## src/rtl/mdp_snd_out.sv

```systemverilog
// rtl/mdp_snd_out.sv - MDP PCM / console audio gain-mix with saturation and 3-wire left-justified DAC serializer
module mdp_snd_out #(
    parameter int BCK_DIV = 8,
    parameter int GAIN_SH = 7
) (
    input  logic               clk,
    input  logic               rst,
    input  logic               next_sample,
    input  logic signed [15:0] pcm_l,
    input  logic signed [15:0] pcm_r,
    input  logic signed [15:0] md_l,
    input  logic signed [15:0] md_r,
    input  logic        [7:0]  pcm_gain,
    input  logic        [7:0]  md_gain,
    input  logic               mute,
    input  logic               ovr_clr,
    output logic signed [15:0] mix_l,
    output logic signed [15:0] mix_r,
    output logic               i2s_bck,
    output logic               i2s_lrck,
    output logic               i2s_sd,
    output logic               busy,
    output logic               ovr
);

    localparam int DW = (BCK_DIV > 1) ? $clog2(BCK_DIV) : 1;
    localparam logic [DW-1:0] DIV_LAST = DW'(BCK_DIV - 1);

    typedef enum logic {
        IDLE,
        SHIFT
    } state_t;

    // Gain is unsigned, so it is zero-extended before the signed multiply.
    function automatic logic signed [24:0] gain_mul(input logic signed [15:0] x,
                                                    input logic [7:0] g);
        logic signed [24:0] xe;
        logic signed [24:0] ge;
        xe = 25'(x);
        ge = $signed({17'd0, g});
        return xe * ge;
    endfunction

    function automatic logic signed [15:0] sat16(input logic signed [25:0] v);
        if (v > 26'sd32767)
            return 16'sh7fff;
        else if (v < -26'sd32768)
            return 16'sh8000;
        else
            return v[15:0];
    endfunction

    logic               ns_d1;
    logic               ns_d2;
    logic               mute_r;
    logic signed [24:0] prod_pl;
    logic signed [24:0] prod_pr;
    logic signed [24:0] prod_ml;
    logic signed [24:0] prod_mr;

    logic signed [25:0] sum_l;
    logic signed [25:0] sum_r;
    logic signed [25:0] sh_l;
    logic signed [25:0] sh_r;
    logic signed [15:0] nxt_l;
    logic signed [15:0] nxt_r;

    state_t             state;
    logic        [31:0] shreg;
    logic        [4:0]  slot;
    logic        [DW-1:0] div;
    logic               ph;
    logic               load;

    // Stage 1: strobe delay and gain multiply; the inputs settle one clk after next_sample.
    always_ff @(posedge clk) begin
        if (rst) begin
            ns_d1   <= 1'b0;
            ns_d2   <= 1'b0;
            mute_r  <= 1'b0;
            prod_pl <= '0;
            prod_pr <= '0;
            prod_ml <= '0;
            prod_mr <= '0;
        end else begin
            ns_d1 <= next_sample;
            ns_d2 <= ns_d1;
            if (ns_d1) begin
                prod_pl <= gain_mul(pcm_l, pcm_gain);
                prod_pr <= gain_mul(pcm_r, pcm_gain);
                prod_ml <= gain_mul(md_l, md_gain);
                prod_mr <= gain_mul(md_r, md_gain);
                mute_r  <= mute;
            end
        end
    end

    // Stage 2 datapath: sum, arithmetic shift (floor), saturate, mute.
    always_comb begin
        sum_l = 26'(prod_pl) + 26'(prod_ml);
        sum_r = 26'(prod_pr) + 26'(prod_mr);
        sh_l  = sum_l >>> GAIN_SH;
        sh_r  = sum_r >>> GAIN_SH;
        nxt_l = mute_r ? 16'sd0 : sat16(sh_l);
        nxt_r = mute_r ? 16'sd0 : sat16(sh_r);
    end

    always_ff @(posedge clk) begin
        if (rst) begin
            mix_l <= '0;
            mix_r <= '0;
        end else if (ns_d2) begin
            mix_l <= nxt_l;
            mix_r <= nxt_r;
        end
    end

    // The frame loads the same edge mix updates, so the shifter takes the pre-register value.
    assign load = ns_d2;

    always_ff @(posedge clk) begin
        if (rst) begin
            state    <= IDLE;
            shreg    <= '0;
            slot     <= '0;
            div      <= '0;
            ph       <= 1'b0;
            i2s_bck  <= 1'b0;
            i2s_lrck <= 1'b0;
            i2s_sd   <= 1'b0;
            busy     <= 1'b0;
            ovr      <= 1'b0;
        end else begin
            if (load && state == SHIFT)
                ovr <= 1'b1;
            else if (ovr_clr)
                ovr <= 1'b0;

            case (state)
                IDLE: begin
                    if (load) begin
                        shreg    <= {nxt_l, nxt_r};
                        i2s_sd   <= nxt_l[15];
                        i2s_lrck <= 1'b0;
                        i2s_bck  <= 1'b0;
                        slot     <= '0;
                        div      <= '0;
                        ph       <= 1'b0;
                        busy     <= 1'b1;
                        state    <= SHIFT;
                    end
                end
                SHIFT: begin
                    if (div == DIV_LAST) begin
                        div <= '0;
                        if (!ph) begin
                            ph      <= 1'b1;
                            i2s_bck <= 1'b1;
                        end else begin
                            ph      <= 1'b0;
                            i2s_bck <= 1'b0;
                            if (slot == 5'd31) begin
                                state    <= IDLE;
                                i2s_lrck <= 1'b0;
                                i2s_sd   <= 1'b0;
                                busy     <= 1'b0;
                            end else begin
                                // Slot boundary: data and word select move while bck is low.
                                slot     <= slot + 5'd1;
                                i2s_lrck <= (slot >= 5'd15);
                                i2s_sd   <= shreg[30];
                                shreg    <= {shreg[30:0], 1'b0};
                            end
                        end
                    end else begin
                        div <= div + DW'(1);
                    end
                end
                default: state <= IDLE;
            endcase
        end
    end

endmodule

```

## config.mk

```make
export PLATFORM = sky130hd
export DESIGN_NAME = mdp_snd_out
export DESIGN_NICKNAME = d
export VERILOG_FILES = /design/src/rtl/mdp_snd_out.sv
export SDC_FILE = /design/constraint.sdc
export NUM_CORES = 2
export LEC_CHECK = 0
export ABC_AREA = 1
export CORE_UTILIZATION = 27
export DETAILED_ROUTE_END_ITERATION = 8
export PLACE_DENSITY = 0.39
export SETUP_SLACK_MARGIN = 0.5
export SLEW_MARGIN = 20
export SYNTH_ARGS = -nofsm -noshare
export SYNTH_HDL_FRONTEND = slang
export SYNTH_SLANG_ARGS = --single-unit
```

## constraint.sdc

```tcl
create_clock -name clk -period 6.61 [get_ports clk]
set_input_delay 1.322 -clock clk [delete_from_list [all_inputs] [get_ports clk]]
set_output_delay 1.322 -clock clk [all_outputs]
set_load 0.02 [all_outputs]
```

==> results.md <==
* Fin crit share at 0.882
* Outcome: completed
* Syn Nets at 4985
* Initial DRC count at 1032
* DRT antenna net count at 0
* Ports at 122
* Max-Cap Viols at 0
* CP required at 7.05 ns
* Commonest non-fill, non-tap cell in the layout: inv_1
* Top cell by count, worst path: inv_1
* GRT Resource Usage Total at 0.158
* Detailed Place HPWL at 70.1 mm
* Initial Utilization at 0.274
* Tot Pwr at 0.0114 W
* Clk_skew at 0.0161 ns
* Core ar. at 108000 um2
* Power Dens Cells at roughly 340 nW/um2
* Setup CP Type: primary input to flop
* WL per Instance at 14.9 um
* Vias per cell at 4.31
* H-tree Lvls at 4
* Register area share after synthesis at 0.122
* Post-CTS setup buffer count at 0
* Minimum clock period at 5.83 ns
* Drt drc at 0
* Relative slew slack at 0.318
* Crit end category: flop
* Slew Limit Fails at 0
* Die height at roughly 330 um
* Post-Syn Area at approximately 30000 um2
* Die area at ~110000 um2
* Max Freq at 172 MHz
* Critical Path AT at 6.26 ns
* Synth Instances at 4240
* Async SR Flop Fraction at 0
* Clk root buf: clkbuf_16
* Row cnt at 120
* Drt pass-1 iters at 5
* Synth Register Bits at 180
* CTS tree: yes
* Total congestion overflow at 0
* Worst Tran Pin Value at 1.02 ns
* Leak at roughly 19 nW
* Diodes inserted at 0
* Worst hold path class: flop to flop
* Fillers at about 12000
* Clock transition at path regs at 0.07 ns
* Startpoint Class: primary input
* First-pass GRT wire length at 138 mm
* Max VDD drop at 0.209 mV
* Critical Path Max Stage Delay at 0.74 ns
* TritonCTS sink count at 180
* Area of the multi-input gates at 21000 um2
* Vias in the first global route at 25100
* Fin Setup TNS at 0 ns
* Layout cells sized above 1 at 0.0405
* Final WL at 85.1 mm
* Number of gates resized after CTS at 0
* Most frequent cells in the layout: 1081 x inv_1, 1066 x nand2_1, 407 x fa_1
* Critical Path, Cell by Cell: clkdlybuf4s50_1 > nand2_1 > fa_1 > fa_1 > inv_1 > fa_1 > inv_1 > fa_1 > inv_1 > ha_1 > nand2_1 > inv_1 > nand3_1 > nor3_1 > a21oi_1 > o21ai_0 > buf_4 > xor2_1 > o21ai_0 > inv_1
* FF+latch area at ~3600 um2
* CTS Buffer Depth at 2
* Crit-path max FO at 8
* Initial antenna violation count at 1
* Worst r2r path cells at 13
* GRT Max-Usage Layer: met2
* Pin count of the biggest net entering global routing at 94
* Area growth, synth to finish at 12.1%
* EDFF count, synth at 0
* Met1 Usage GRT at 0.216
* Hold-fix buffers at CTS at 0
* RePlAce Congestion at 0.853
* Top_reg_cell synth: dfxtp_1
* M2 GR Usage at 0.269
* Yosys warns at 0
* # port buffers at 121
* Hold depth at 2
* Final hold violation count at 0
* Final Setup Violations at 0
* Cts bufs inserted at 17
* Critical-path top delay cell: clkdlybuf4s50_1
* Met3 Use GR at 0.0163
* Syn_area_per_cell at 6.97 um2
* Synth cell types at between 50 and 60
* Via count at 24500
* Clock insertion delay at the later pin of the skew report at 0.50 ns
* Final net count at 5023
* Die W at 333 um
* Unrepaired setup endpoints after global routing: true
==> state kept, by name, summed over array words and instances, names as in the netlist, 3 cells and up <==
signal   cells
shreg       31
prod_ml     25
prod_mr     25
prod_pl     25
prod_pr     25
mix_l       16
mix_r       16
slot         5
div          3
==> final timing paths <==
check                                         startpoint  slack [ns]                       end
worst min-delay path              shreg[15]$_SDFFE_PP0P_        0.47    shreg[15]$_SDFFE_PP0P_
worst min register to register    shreg[15]$_SDFFE_PP0P_        0.47    shreg[15]$_SDFFE_PP0P_
worst max register to register  prod_pr[18]$_SDFFE_PP0P_        3.83    shreg[14]$_SDFFE_PP0P_
worst max-delay path                             md_l[5]        0.78  prod_ml[16]$_SDFFE_PP0P_
==> critical path: cells and delay by family <==
kind	cells	cell delay, ns
compound gates	3	0.50
simple gates	4	0.60
buf+inv	7	1.20
xor+xnor	1	0.29
fa+ha+maj	5	2.37
==> cell families (layout without fill, tap and decap cells) <==
kind of cell,Yosys count,after routing,share of synthesized area
adder cells (fa/ha/maj),660,660,0.383
AO/OA/AOI/OAI,456,456,0.0866
flip-flops,180,180,0.122
AND/OR/NAND/NOR,1578,1578,0.211
XOR/XNOR,100,100,0.0297
buffers and inverters,1266,1317,0.167
==> cells in the mapped netlist, types with 20 or more instances <==
| cell | number | area share |
|---|---|---|
| dfxtp_1 | 180 | 0.12 |
| nor2_1 | 347 | 0.044 |
| nand4_1 | 29 | 0.0061 |
| fa_1 | 408 | 0.28 |
| nor3_1 | 20 | 0.0034 |
| o21ai_0 | 160 | 0.027 |
| xor2_1 | 48 | 0.014 |
| inv_1 | 1082 | 0.14 |
| nand3_1 | 80 | 0.014 |
| xnor2_1 | 52 | 0.015 |
| nand2_1 | 1066 | 0.14 |
| a21oi_1 | 192 | 0.033 |
| ha_1 | 252 | 0.11 |
| a21oi_2 | 21 | 0.0062 |
| clkbuf_2 | 51 | 0.0086 |
| clkbuf_1 | 107 | 0.014 |
==> through the flow <==
step / instances / utilization / area [um2] / setup slack, ns / hold WS (ns)
2_1_floorplan: 4240 / - / 29500 / 1.05 / 0.443
3_3_place_gp: 5662 / 0.301 / 32400 / 0.208 / 0.457
3_5_place_dp: 5662 / 0.301 / 32400 / 0.180 / 0.460
4_1_cts: 5694 / 0.307 / 33100 / 0.731 / 0.471
5_1_grt: 5694 / 0.307 / 33100 / 0.468 / 0.487
6_report: 5694 / 0.307 / 33100 / 0.782 / 0.468
==> layer usage <==
metal  part of all wire  vias to the layer above  wire, um
li1                   -                    12500         -
met5            0.00016                        -        14
met4              0.011                        2       966
met3              0.022                       51      1900
met1               0.49                    11700     42000
met2               0.47                      264     40200
==> final cells by class <==
cell class | count | area share
flip-flops and latches | 180 | 0.109
inverters | 1085 | 0.123
well taps | 1403 | 0.0530
clock inverters | 14 | 0.00578
repair buffers | 200 | 0.0608
clock buffers | 18 | 0.0133
multi-input cells | 2794 | 0.635
==> power by group <==
group	switching [W]	internal [W]	total (W)
clock network	0.000514	0.000616	0.00113
registers	0.000167	0.00124	0.00141
logic	0.00556	0.00329	0.00886
Note: power is estimated with default switching activity, not from simulation.
